==> src/rtl/cmp_sched_pkg.sv <==
// rtl/cmp_sched_pkg.sv - shared constants and helpers for the comparator scheduler
package cmp_sched_pkg;

    localparam int CMP_W     = 32;
    localparam int N_REQ_MAX = 8;

    // Index width for n requesters; never narrower than one bit.
    function automatic int id_w(input int n);
        return (n < 2) ? 1 : $clog2(n);
    endfunction

endpackage

==> src/rtl/cmp32.sv <==
// rtl/cmp32.sv - 32-bit equality comparator
module cmp32 (
    input  logic [31:0] a,
    input  logic [31:0] b,
    output logic        y
);

    assign y = (a == b);

endmodule

==> src/rtl/cmp32_rr_sched_rr_pick.sv <==
// rtl/cmp32_rr_sched_rr_pick.sv - rotating-mask round-robin priority picker
module rr_pick #(
    parameter int N = 4,
    parameter int W = 2
) (
    input  logic [N-1:0] valid,
    input  logic [W-1:0] ptr,
    output logic [N-1:0] onehot,
    output logic [W-1:0] idx,
    output logic         any
);

    logic [N-1:0] ge_ptr;
    logic [N-1:0] hi;
    logic [N-1:0] sel;

    // Mask of requesters at or above the pointer; they outrank wrapped ones.
    always_comb begin
        ge_ptr = '0;
        for (int i = 0; i < N; i++) begin
            ge_ptr[i] = (i >= int'(ptr));
        end
    end

    assign hi     = valid & ge_ptr;
    assign sel    = (|hi) ? hi : valid;
    assign onehot = sel & (~sel + N'(1));
    assign any    = |valid;

    // Encode the isolated lowest set bit into an index.
    always_comb begin
        idx = '0;
        for (int i = 0; i < N; i++) begin
            if (onehot[i]) begin
                idx = W'(i);
            end
        end
    end

endmodule

==> src/rtl/cmp32_rr_sched.sv <==
// rtl/cmp32_rr_sched.sv - round-robin time-shared 32-bit equality comparator
module cmp32_rr_sched
    import cmp_sched_pkg::*;
#(
    parameter  int N_REQ = 4,
    localparam int ID_W  = id_w(N_REQ)
) (
    input  logic                   clk,
    input  logic                   rst,
    input  logic                   flush,
    input  logic [N_REQ-1:0]       req_valid,
    input  logic [N_REQ*CMP_W-1:0] req_a,
    input  logic [N_REQ*CMP_W-1:0] req_b,
    output logic [N_REQ-1:0]       req_ready,
    output logic                   rsp_valid,
    input  logic                   rsp_ready,
    output logic                   rsp_eq,
    output logic [ID_W-1:0]        rsp_id
);

    logic [ID_W-1:0]  ptr;
    logic [ID_W-1:0]  pick_idx;
    logic [N_REQ-1:0] pick_onehot;
    logic             pick_any;
    logic             can_accept;
    logic             grant;
    logic [CMP_W-1:0] op_a;
    logic [CMP_W-1:0] op_b;
    logic             cmp_y;

    rr_pick #(
        .N (N_REQ),
        .W (ID_W)
    ) u_pick (
        .valid  (req_valid),
        .ptr    (ptr),
        .onehot (pick_onehot),
        .idx    (pick_idx),
        .any    (pick_any)
    );

    // The slot can take a new result when empty or being drained this cycle.
    assign can_accept = !rsp_valid || rsp_ready;
    assign grant      = can_accept && !flush && pick_any;
    assign req_ready  = grant ? pick_onehot : '0;

    // Steer the granted requester's operands into the single comparator.
    always_comb begin
        op_a = '0;
        op_b = '0;
        for (int i = 0; i < N_REQ; i++) begin
            if (pick_idx == ID_W'(i)) begin
                op_a = req_a[i*CMP_W +: CMP_W];
                op_b = req_b[i*CMP_W +: CMP_W];
            end
        end
    end

    cmp32 u_cmp (
        .a (op_a),
        .b (op_b),
        .y (cmp_y)
    );

    // Response slot: flush kills it, a grant (re)loads it, a drain empties it.
    always_ff @(posedge clk or posedge rst) begin
        if (rst) begin
            rsp_valid <= 1'b0;
            rsp_eq    <= 1'b0;
            rsp_id    <= '0;
        end else if (flush) begin
            rsp_valid <= 1'b0;
        end else if (grant) begin
            rsp_valid <= 1'b1;
            rsp_eq    <= cmp_y;
            rsp_id    <= pick_idx;
        end else if (rsp_ready) begin
            rsp_valid <= 1'b0;
        end
    end

    // Round-robin pointer advances past the winner on each grant.
    always_ff @(posedge clk or posedge rst) begin
        if (rst) begin
            ptr <= '0;
        end else if (grant) begin
            ptr <= (pick_idx == ID_W'(N_REQ-1)) ? '0 : pick_idx + 1'b1;
        end
    end

endmodule
==> config.mk <==
export PLATFORM = sky130hd
export DESIGN_NAME = cmp32_rr_sched
export DESIGN_NICKNAME = d
export VERILOG_FILES = /design/src/rtl/cmp_sched_pkg.sv /design/src/rtl/cmp32.sv /design/src/rtl/cmp32_rr_sched_rr_pick.sv /design/src/rtl/cmp32_rr_sched.sv
export SDC_FILE = /design/constraint.sdc
export NUM_CORES = 1
export LEC_CHECK = 0
export ABC_AREA = 0
export CAP_MARGIN = 10
export CORE_AREA = 2 2 104 106
export CTS_CLUSTER_SIZE = 24
export DETAILED_ROUTE_END_ITERATION = 16
export DIE_AREA = 0 0 106 108
export PLACE_DENSITY = 0.76
export SETUP_SLACK_MARGIN = 0.1
export SYNTH_ARGS = -nofsm -noshare
export SYNTH_HDL_FRONTEND = slang
export SYNTH_SLANG_ARGS = --single-unit
==> constraint.sdc <==
create_clock -name clk -period 5.5 [get_ports clk]
set_input_delay 1.375 -clock clk [delete_from_list [all_inputs] [get_ports clk]]
set_output_delay 1.375 -clock clk [all_outputs]
set_load 0.01 [all_outputs]
==> flow_summary.ini, run 1 <==
[cts]
cts_buffer_depth = 2
postCtsHoldBufs = 0
cts-root-buf = clkbuf_8
clkSlewWorstSetupHoldPaths_ns = 0.04
cts_buffers = 3
insertion_delay_ns = 0.22
htree_levels = 1
cts_sinks = 6
cts_tree = done
cts_setup_buffers = 0
cts_resized = 0

[cells_and_area]
diodes = 0
drive_above_1_share = 0.03120
area_growth_pct = 110.8
final_nets = 878

[timing]
fin_tns_setup_ns = 0
slew_violations = 0
fin_crit_sh = 0.8807
relSlewSlack = 0.6302
tightest_slew_ns = 0.5496
hold_viol = 0
setup_viol = 0
layout_setup_ws_ns = 0.6562
period_needed_ns = 4.844
rsz0062_at_grt = false
fin_skew_ns = 0.002964
clock.fmax_ghz = 0.2065

[route]
drc = 0
avgViaCountPerCell = 5.071
num_vias = 3778
avgRoutedWirePerCell_um = 16.94
dr.first_iter.drc_count = 260
wl_um = 12620
dr.pass1.iters = 4
ant_nets = 0

[pwr]
leakage_uw = 0.001911
vdd.ir_drop.worst_mv = 0.2136
power.total_uw = 1436
pwr_density_cell_nw_per_um2 = 267.0

[synthesis]
yosysWarningCount = 0
synth_nets = 626
ys_ff_latch = 6
yosysTopAreaCell = xnor2_1
synth_top_area_share = 0.1236
synth_flop_cell = dfrtp_1
synth.cell_area_sq_um = 2551
synth_cell_type_count = 44
synth_edf_count = 0
async_flop_share = 1.000
synth.avg_cell_area_sq_um = 7.106
synth_cells = 359
yosysSeqAreaShare = 0.05885
synth.area.top_cells = xnor2_1, xor2_1, nand3b_1

[placed_design]
gp_congestion = 0.8868
numPortBuffers = 271
detailed_place_hpwl_um = 10440
place_ws_ns = 0.5415

[status]
status = finished clean

[critical_path]
crit_type = in2out
worst_ep_arrival_time_ns = 3.47
crit_required_ns = 4.12
worstSetupStartpointType = primary input
worstSetupEndpointType = primary output
ff2ff_setup_slack_ns = 1.91
crit_fanout = 7

[grt]
grt_start_max_net_pins = 91
globalRouteOverflowTotal = 0
grt_pass1_wl_um = 19120
track_usage = 0.2076
antenna_found_initial = 1
grt_pass1_vias = 3898

[floorplanning]
fp.dieW_um = 106
fp-row-count = 37
dieArea_sq_um = 11450
die-height_um = 108
boundaryPins = 272
core_area_sq_um = 10230
initial_core_util = 0.2494

[run]
cap_violations = 0

[worst_hold_path]
hold_path.class = reg2reg
[cell usage after synthesis, types with 2 or more instances]
| cell | instances |
|---|---|
| nor3_1 | 4 |
| a221oi_1 | 4 |
| a31oi_1 | 5 |
| a221oi_2 | 4 |
| ha_1 | 3 |
| o2bb2ai_1 | 2 |
| a21oi_1 | 36 |
| a2bb2oi_1 | 26 |
| dfrtp_1 | 6 |
| o21ai_0 | 20 |
| buf_2 | 18 |
| buf_4 | 4 |
| nand3b_1 | 31 |
| clkbuf_1 | 4 |
| nand2b_1 | 2 |
| xor2_1 | 30 |
| a22oi_1 | 20 |
| o211ai_1 | 3 |
| xnor2_1 | 36 |
| a221o_1 | 2 |
| inv_1 | 6 |
| o221ai_1 | 2 |
| nand2_1 | 27 |
| a211oi_1 | 2 |
| and3_1 | 2 |
| buf_6 | 3 |
| nand4_1 | 7 |
| nor2b_1 | 4 |
| nor2_1 | 20 |
| a21o_1 | 2 |
| nand3_1 | 2 |
| o22ai_1 | 4 |
| nor4_1 | 7 |
[critical path: stages]
cell and delay [ns]:
clkdlybuf4s50_1 0.58, nor4_1 0.11, or3_1 0.40, buf_4 0.18, nor2_1 0.23, clkdlybuf4s50_1 0.60
[report_power, final]
part	total, uW	switching (uW)	internal (uW)
registers	68.6	13.1	55.5
logic	1300	651	648
clock network	67.5	20.4	47.2
[cell families after synthesis]
group / share of synthesized area
xor gates and xnor gates: 0.2266
AOI/OAI and AO/OA: 0.3791
adders and majority gates: 0.01471
buffers and inverters: 0.07896
DFF: 0.05885
and+or+nand+nor: 0.2418
[per-stage QoR]
stage / instance area [sq um] / hold slack (ns) / std cells / util
finish: 5378 / 0.4915 / 745 / 0.5256
global route: 5378 / 0.5241 / 745 / 0.5256
CTS: 5378 / 0.4941 / 745 / 0.5256
detailed placement: 5336 / 0.4814 / 742 / 0.5216
global placement: 5336 / 0.4897 / 742 / 0.5216
floorplan: 2551 / 0.5131 / 359 / -
[state kept, by name (all words and copies together), names as in the netlist]
name	cells
rsp_eq	1
rsp_valid	1
rsp_id	2
ptr	2
[worst paths after layout]
kind                                  startpoint                    end  cells past startpoint
max                                 req_valid[2]           req_ready[3]                      6
min                        rsp_id[1]$_DFFE_PP0P_  rsp_id[1]$_DFFE_PP0P_                      2
max reg2reg                   ptr[1]$_DFFE_PP0P_     rsp_eq$_DFFE_PP0P_                     14
min reg2reg                rsp_id[1]$_DFFE_PP0P_  rsp_id[1]$_DFFE_PP0P_                      2
max in group asynchronous                    rst     rsp_eq$_DFFE_PP0P_                      2
min in group asynchronous                    rst  rsp_valid$_DFFE_PP0P_                      2
[per-layer routing]
metal  share of wire  global-route usage  vias to the layer above
met1            0.38              0.2305                     1733
met3           0.090             0.05304                       14
li1                -                   -                     1845
met4           0.011             0.03477                        2
met5          0.0010                   0                        -
met2            0.52              0.4028                      184
[cell type report]
cell class                      count  area (sq um)
Multi-Input combinational cell    316          2205
Sequential cell                     6         150.1
Fill cell                         968          4853
Inverter                            7         28.78
Tap cell                          136         170.2
Timing Repair Buffer              277          2783
Clock buffer                        3         41.29
[cell usage in the layout, fill, tap and decap left out, types with 3 or more instances in the layout]
cell type / count
nand4_1: 7
nor3_1: 4
a221oi_1: 4
a31oi_1: 5
nand2_1: 27
nand3b_1: 31
clkdlybuf4s50_1: 271
xor2_1: 30
nor2_1: 20
o22ai_1: 4
o211ai_1: 3
xnor2_1: 36
inv_1: 6
nor2b_1: 4
a21oi_1: 36
o21ai_0: 20
a221oi_2: 4
a2bb2oi_1: 26
a22oi_1: 20
buf_4: 4
dfrtp_1: 6
clkbuf_8: 3
nor4_1: 7
Power figures use the tool's default switching activity.
==> run 2: changes to the inputs <==
==> constraint.sdc (replaced) <==
create_clock -name clk -period 5.5 [get_ports clk]
set_input_delay 1.1 -clock clk [delete_from_list [all_inputs] [get_ports clk]]
set_output_delay 1.1 -clock clk [all_outputs]
set_load 0.01 [all_outputs]
==> run 2 against run 1 <==
Largest power group unchanged. Register-to-register slack hardly changed. Worst hold slack improved by 0.013 ns. Via count decreased by 1.3%. Clock-buffer cell count unchanged. Die area stayed put. Worst setup slack better by 0.35 ns. Sequential share of layout area is essentially flat. Final area down 0.14%. Power decreased by 0.19%. Combinational power about the same. Utilization fell by 0.073 points.
==> flow_summary.ini, run 2 (synthesis results as in run 1) <==
[cells_and_area]
reg_top3 = ptr x2, rsp_id x2
area_growth_pct = 110.5
design_area_sq_um = 5370
final_nets = 877
layout_commonest_cell = clkdlybuf4s50_1
diodes = 0
final_cell_mix = clkdlybuf4s50_1, xnor2_1, a21oi_1
fillers = 986
drive_above_1_share = 0.02961

[timing]
hold_viol = 0
tightest_slew_ns = 0.5462
fin_crit_sh = 0.8172
slew_violations = 0
relSlewSlack = 0.6325
period_needed_ns = 4.494
rsz0062_at_grt = false
fin_tns_setup_ns = 0
clock.fmax_ghz = 0.2225
fin_skew_ns = 0.001375
setup_viol = 0

[route]
avgViaCountPerCell = 5.009
dr.pass1.iters = 6
ant_nets = 0
wl_um = 12620
dr.first_iter.drc_count = 253
drc = 0
avgRoutedWirePerCell_um = 16.97
num_vias = 3727

[cts]
cts_sinks = 6
postCtsHoldBufs = 0
cts-root-buf = clkbuf_8
cts_buffers = 3
htree_levels = 1
cts_setup_buffers = 0
cts_tree = done
cts_resized = 0
cts_buffer_depth = 2
insertion_delay_ns = 0.22
clkSlewWorstSetupHoldPaths_ns = 0.04

[status]
status = finished clean

[critical_path]
crit_chain = clkdlybuf4s50_1 > a21oi_1 > o221ai_1 > buf_4 > nand2_1 > inv_1 > ha_2 > buf_12 > a221o_1 > a211oi_1 > nand3b_1 > nor4_1 > a31oi_1 > o41ai_2
r2r-end = rsp_eq$_DFFE_PP0P_
worstSetupEndpointType = register
max_stage_delay_ns = 0.57
crit_type = in2reg
crit_required_ns = 5.62
worstSetupStartpointType = primary input
r2r_start = ptr[1]$_DFFE_PP0P_
crit_fanout = 64
ff2ff_setup_slack_ns = 1.90
reg2reg_depth = 14
cp.buffers_inverters = 4
slowest_stage = clkdlybuf4s50_1
crit_family = buffers and inverters
worst_ep_arrival_time_ns = 4.61

[floorplanning]
dieArea_sq_um = 11450
fp.dieW_um = 106
initial_core_util = 0.2494
fp-row-count = 37
core_area_sq_um = 10230
boundaryPins = 272
die-height_um = 108

[run]
cap_violations = 0

[pwr]
leakage_uw = 0.001907
vdd.ir_drop.worst_mv = 0.2271
pwr_density_cell_nw_per_um2 = 266.8

[worst_hold_path]
min_from = rsp_id[0]$_DFFE_PP0P_
hold_path.class = reg2reg
hold_depth = 2
holdPathEnd = rsp_id[0]$_DFFE_PP0P_

[grt]
grt_start_max_net_pins = 91
antenna_found_initial = 0
grt_pass1_wl_um = 19160
grt_pass1_vias = 3879
track_usage = 0.2115
globalRouteOverflowTotal = 0

[placed_design]
detailed_place_hpwl_um = 10440
gp_congestion = 0.8789
placed_area_sq_um = 5329
numPortBuffers = 271
run 2: cell types whose count changed in the layout (fill, tap and decap cells not counted), sizes merged:
cell	before	now
buf	6	5
run 2: routing by layer:
metal / share of wire / global-route usage / up-vias
met5: 0 / 0 / -
met4: 0.023 / 0.06485 / 0
met3: 0.090 / 0.05606 / 24
met2: 0.51 / 0.3945 / 184
met1: 0.38 / 0.2348 / 1672
li1: - / - / 1847
run 2: worst max-delay path by stage:
stage | start | to | depth (start not counted)
after floorplan | req_valid[0] | rsp_eq$_DFFE_PP0P_ | 16
after CTS | req_valid[0] | rsp_eq$_DFFE_PP0P_ | 15
final | req_valid[0] | rsp_eq$_DFFE_PP0P_ | 14
after global routing | req_valid[0] | rsp_eq$_DFFE_PP0P_ | 15
after global placement | req_valid[0] | rsp_eq$_DFFE_PP0P_ | 15
after detailed placement | req_valid[0] | rsp_eq$_DFFE_PP0P_ | 15
run 2: cell type report:
| class | instances | area, sq um | share of cell area |
|---|---|---|---|
| multi-input cells | 316 | 2205 | 0.4105 |
| well taps | 136 | 170.2 | 0.03169 |
| clock buffers | 3 | 41.29 | 0.007689 |
| inverters | 7 | 28.78 | 0.005359 |
| flip-flops and latches | 6 | 150.1 | 0.02796 |
| repair buffers | 276 | 2775 | 0.5168 |
run 2: where the power goes:
part / internal (uW) / total [uW] / leakage [uW] / switching [uW]
clock: 47.1 / 67.0 / 0.0000216 / 19.9
combinational: 647 / 1300 / 0.00181 / 650
sequential: 55.5 / 68.0 / 0.0000741 / 12.5
total: 750 / 1430 / 0.00191 / 683
run 2: through the flow:
stage / utilization / std cells / setup slack (ns) / power (uW) / hold slack [ns]
2_1_floorplan: - / 359 / 2.065 / 982.0 / 0.5131
3_3_place_gp: 0.5209 / 741 / 0.8414 / 1346 / 0.4881
3_5_place_dp: 0.5209 / 741 / 0.7093 / 1368 / 0.4999
4_1_cts: 0.5249 / 744 / 0.9317 / 1446 / 0.5078
5_1_grt: 0.5249 / 744 / 0.6187 / 1582 / 0.5368
6_report: 0.5249 / 744 / 1.006 / 1433 / 0.5044
run 2: worst reg2reg max path: stages (launching register included):
cell and delay, ns:
dfrtp_1 0.42, inv_1 0.15, a21oi_1 0.09, o221ai_1 0.18, buf_4 0.22, nand2_1 0.11, inv_1 0.10, ha_2 0.46
buf_12 0.32, a221o_1 0.22, a211oi_1 0.07, nand3b_1 0.19, nor4_1 0.54, a31oi_1 0.19, o41ai_2 0.24
==> run 3: changes to the inputs <==
Settings changed: CORE_AREA 2 2 104 106 to 2 2 106 108, DIE_AREA 0 0 106 108 to 0 0 108 110, PLACE_DENSITY 0.76 to 0.74.
Clock period 5.5 ns to 4.2 ns, I/O delays scaled along.
==> run 3 against run 2 <==
Via count up 3.1%. Largest cell class unchanged. Clock-buffer cell count unchanged. Sequential power up 34%. Non-clock buffer count up 8. Final cell count up 1.6%. Die area up 3.8%. Sequential share of layout area down 0.075 points. Final area up 2.8%. Register-to-register slack worse by 0.90 ns. Combinational power up 43%.
==> flow_summary.ini, run 3 (synthesis results as in run 1) <==
[pwr]
comb_power_share = 0.913
netSwitchingFraction = 0.4764
pwr_density_cell_nw_per_um2 = 368.6
leakage_uw = 0.001967
seq_power_share = 0.045
vdd.ir_drop.worst_mv = 0.2875
clkPwrFrac = 0.042
p_int_uw = 1065
p_switching_uw = 969.2

[critical_path]
worst_ep_arrival_time_ns = 3.99
worstSetupEndpointType = register
crit_path_frequent_cell = nand2_1
crit_fanout = 11
crit_required_ns = 4.31
max_stage_delay_ns = 0.50
worstSetupStartpointType = primary input
crit_family = compound AO/OA/AOI/OAI gates
crit_type = in2reg
cp.buffers_inverters = 4
slowest_stage = clkdlybuf4s50_1
crit_chain = clkdlybuf4s50_1 > nor2_1 > a21oi_1 > o22ai_1 > nand2_1 > nand2_1 > inv_1 > ha_1 > nor2b_4 > buf_6 > a221o_1 > o211ai_1 > nand3b_1 > nor4_2 > buf_4 > a31oi_1 > o41ai_2

[cts]
htree_levels = 1
cts_tree = done
clkSlewWorstSetupHoldPaths_ns = 0.03
cts_buffers = 3
cts-root-buf = clkbuf_8
cts_sinks = 6
cts_buffer_depth = 2
insertion_delay_ns = 0.22

[timing]
fin_skew_ns = 0.0005681
period_needed_ns = 3.883
tightest_slew_ns = 0.4689
fin_crit_sh = 0.9246
clock.fmax_ghz = 0.2575
setup_viol = 0
relSlewSlack = 0.6850
fin_tns_setup_ns = 0
rsz0062_at_grt = false
slew_violations = 0
hold_viol = 0

[placed_design]
gp_congestion = 0.8705
detailed_place_hpwl_um = 10750
numPortBuffers = 271

[cells_and_area]
final_nets = 885
finish.utilization = 0.5159
layout_commonest_cell = clkdlybuf4s50_1
seqCellArea_sq_um = 150.1
final_cell_mix = clkdlybuf4s50_1, xnor2_1, a21oi_1
reg_top3 = ptr x2, rsp_id x2
fillers = 1016
area_growth_pct = 116.3
diodes = 0
drive_above_1_share = 0.05032
multi_input_area_sq_um = 2242

[route]
avgRoutedWirePerCell_um = 17.69
dr.first_iter.drc_count = 230
num_vias = 3841
wl_um = 13370
avgViaCountPerCell = 5.081
ant_nets = 0
drc = 0
dr.pass1.iters = 4

[floorplanning]
fp.dieW_um = 108
die-height_um = 110
fp-row-count = 38
initial_core_util = 0.2385
dieArea_sq_um = 11880
core_area_sq_um = 10700
boundaryPins = 272

[status]
status = finished clean

[grt]
track_usage = 0.2034
grt_start_max_net_pins = 82
globalRouteOverflowTotal = 0
antenna_found_initial = 0
grt_pass1_wl_um = 19130
grt_pass1_vias = 3958

[run]
cap_violations = 0

[worst_hold_path]
hold_path.class = reg2reg
## run 3: final cells by class
type / count / area share
multi-input combinational: 316 / 0.4063
clock buffer: 3 / 0.007481
sequential: 6 / 0.02720
tap: 140 / 0.03174
inverter: 7 / 0.005214
timing repair buffer: 284 / 0.5221
## run 3: metal layers
metal,GRT usage,part of all wire,vias to the layer above
li1,-,-,1864
met1,0.2173,0.37,1773
met2,0.3998,0.52,184
met3,0.04879,0.087,20
met4,0.04945,0.018,0
met5,0,0,-
## run 3: worst paths after layout
| kind | startpoint | endpoint | slack, ns | depth (start not counted) |
|---|---|---|---|---|
| worst max-delay path | req_valid[0] | rsp_eq$_DFFE_PP0P_ | 0.32 | 17 |
| worst min-delay path | rsp_eq$_DFFE_PP0P_ | rsp_eq$_DFFE_PP0P_ | 0.49 | 2 |
| worst max register to register | ptr[1]$_DFFE_PP0P_ | rsp_eq$_DFFE_PP0P_ | 1.00 | 15 |
| worst min register to register | rsp_eq$_DFFE_PP0P_ | rsp_eq$_DFFE_PP0P_ | 0.49 | 2 |
| max in group asynchronous | rst | rsp_id[1]$_DFFE_PP0P_ | 3.15 | 2 |
| min in group asynchronous | rst | rsp_id[0]$_DFFE_PP0P_ | 0.85 | 2 |
## run 3: tightest hold or removal path, delay by kind of cell, from the launching register on
kind,cells,cell delay [ns]
AO/OA/AOI/OAI,1,0.05
AND/OR/NAND/NOR,1,0.06
flip-flops,1,0.33
## run 3: metrics by stage
stage | power [uW] | hold slack, ns | worst slack [ns] | std cells | instance area [sq um]
5_1_grt | 2217 | 0.4948 | 0.08750 | 756 | 5519
3_3_place_gp | 1804 | 0.4768 | 0.1522 | 749 | 5364
2_1_floorplan | 1286 | 0.5131 | 1.025 | 359 | 2551
6_report | 2034 | 0.4856 | 0.3166 | 756 | 5519
3_5_place_dp | 1836 | 0.4746 | 0.01032 | 749 | 5364
4_1_cts | 1935 | 0.4888 | 0.2255 | 752 | 5405
## run 3: power groups by stage
stage / sequential, uW / clock, uW / combinational (uW)
final: 91.0 / 85.6 / 1860
after global routing: 93.4 / 92.9 / 2030
after CTS: 88.6 / 88.7 / 1760
after detailed placement: 88.2 / 0 / 1750
after global placement: 87.6 / 0 / 1720
after floorplan: 88.5 / 0 / 1200
## run 3: timing repair
item	in CTS	in global routing
endpoints found under the setup margin	0	1
hold buffers	0	0
setup buffers	0	2
gates resized for setup	0	9
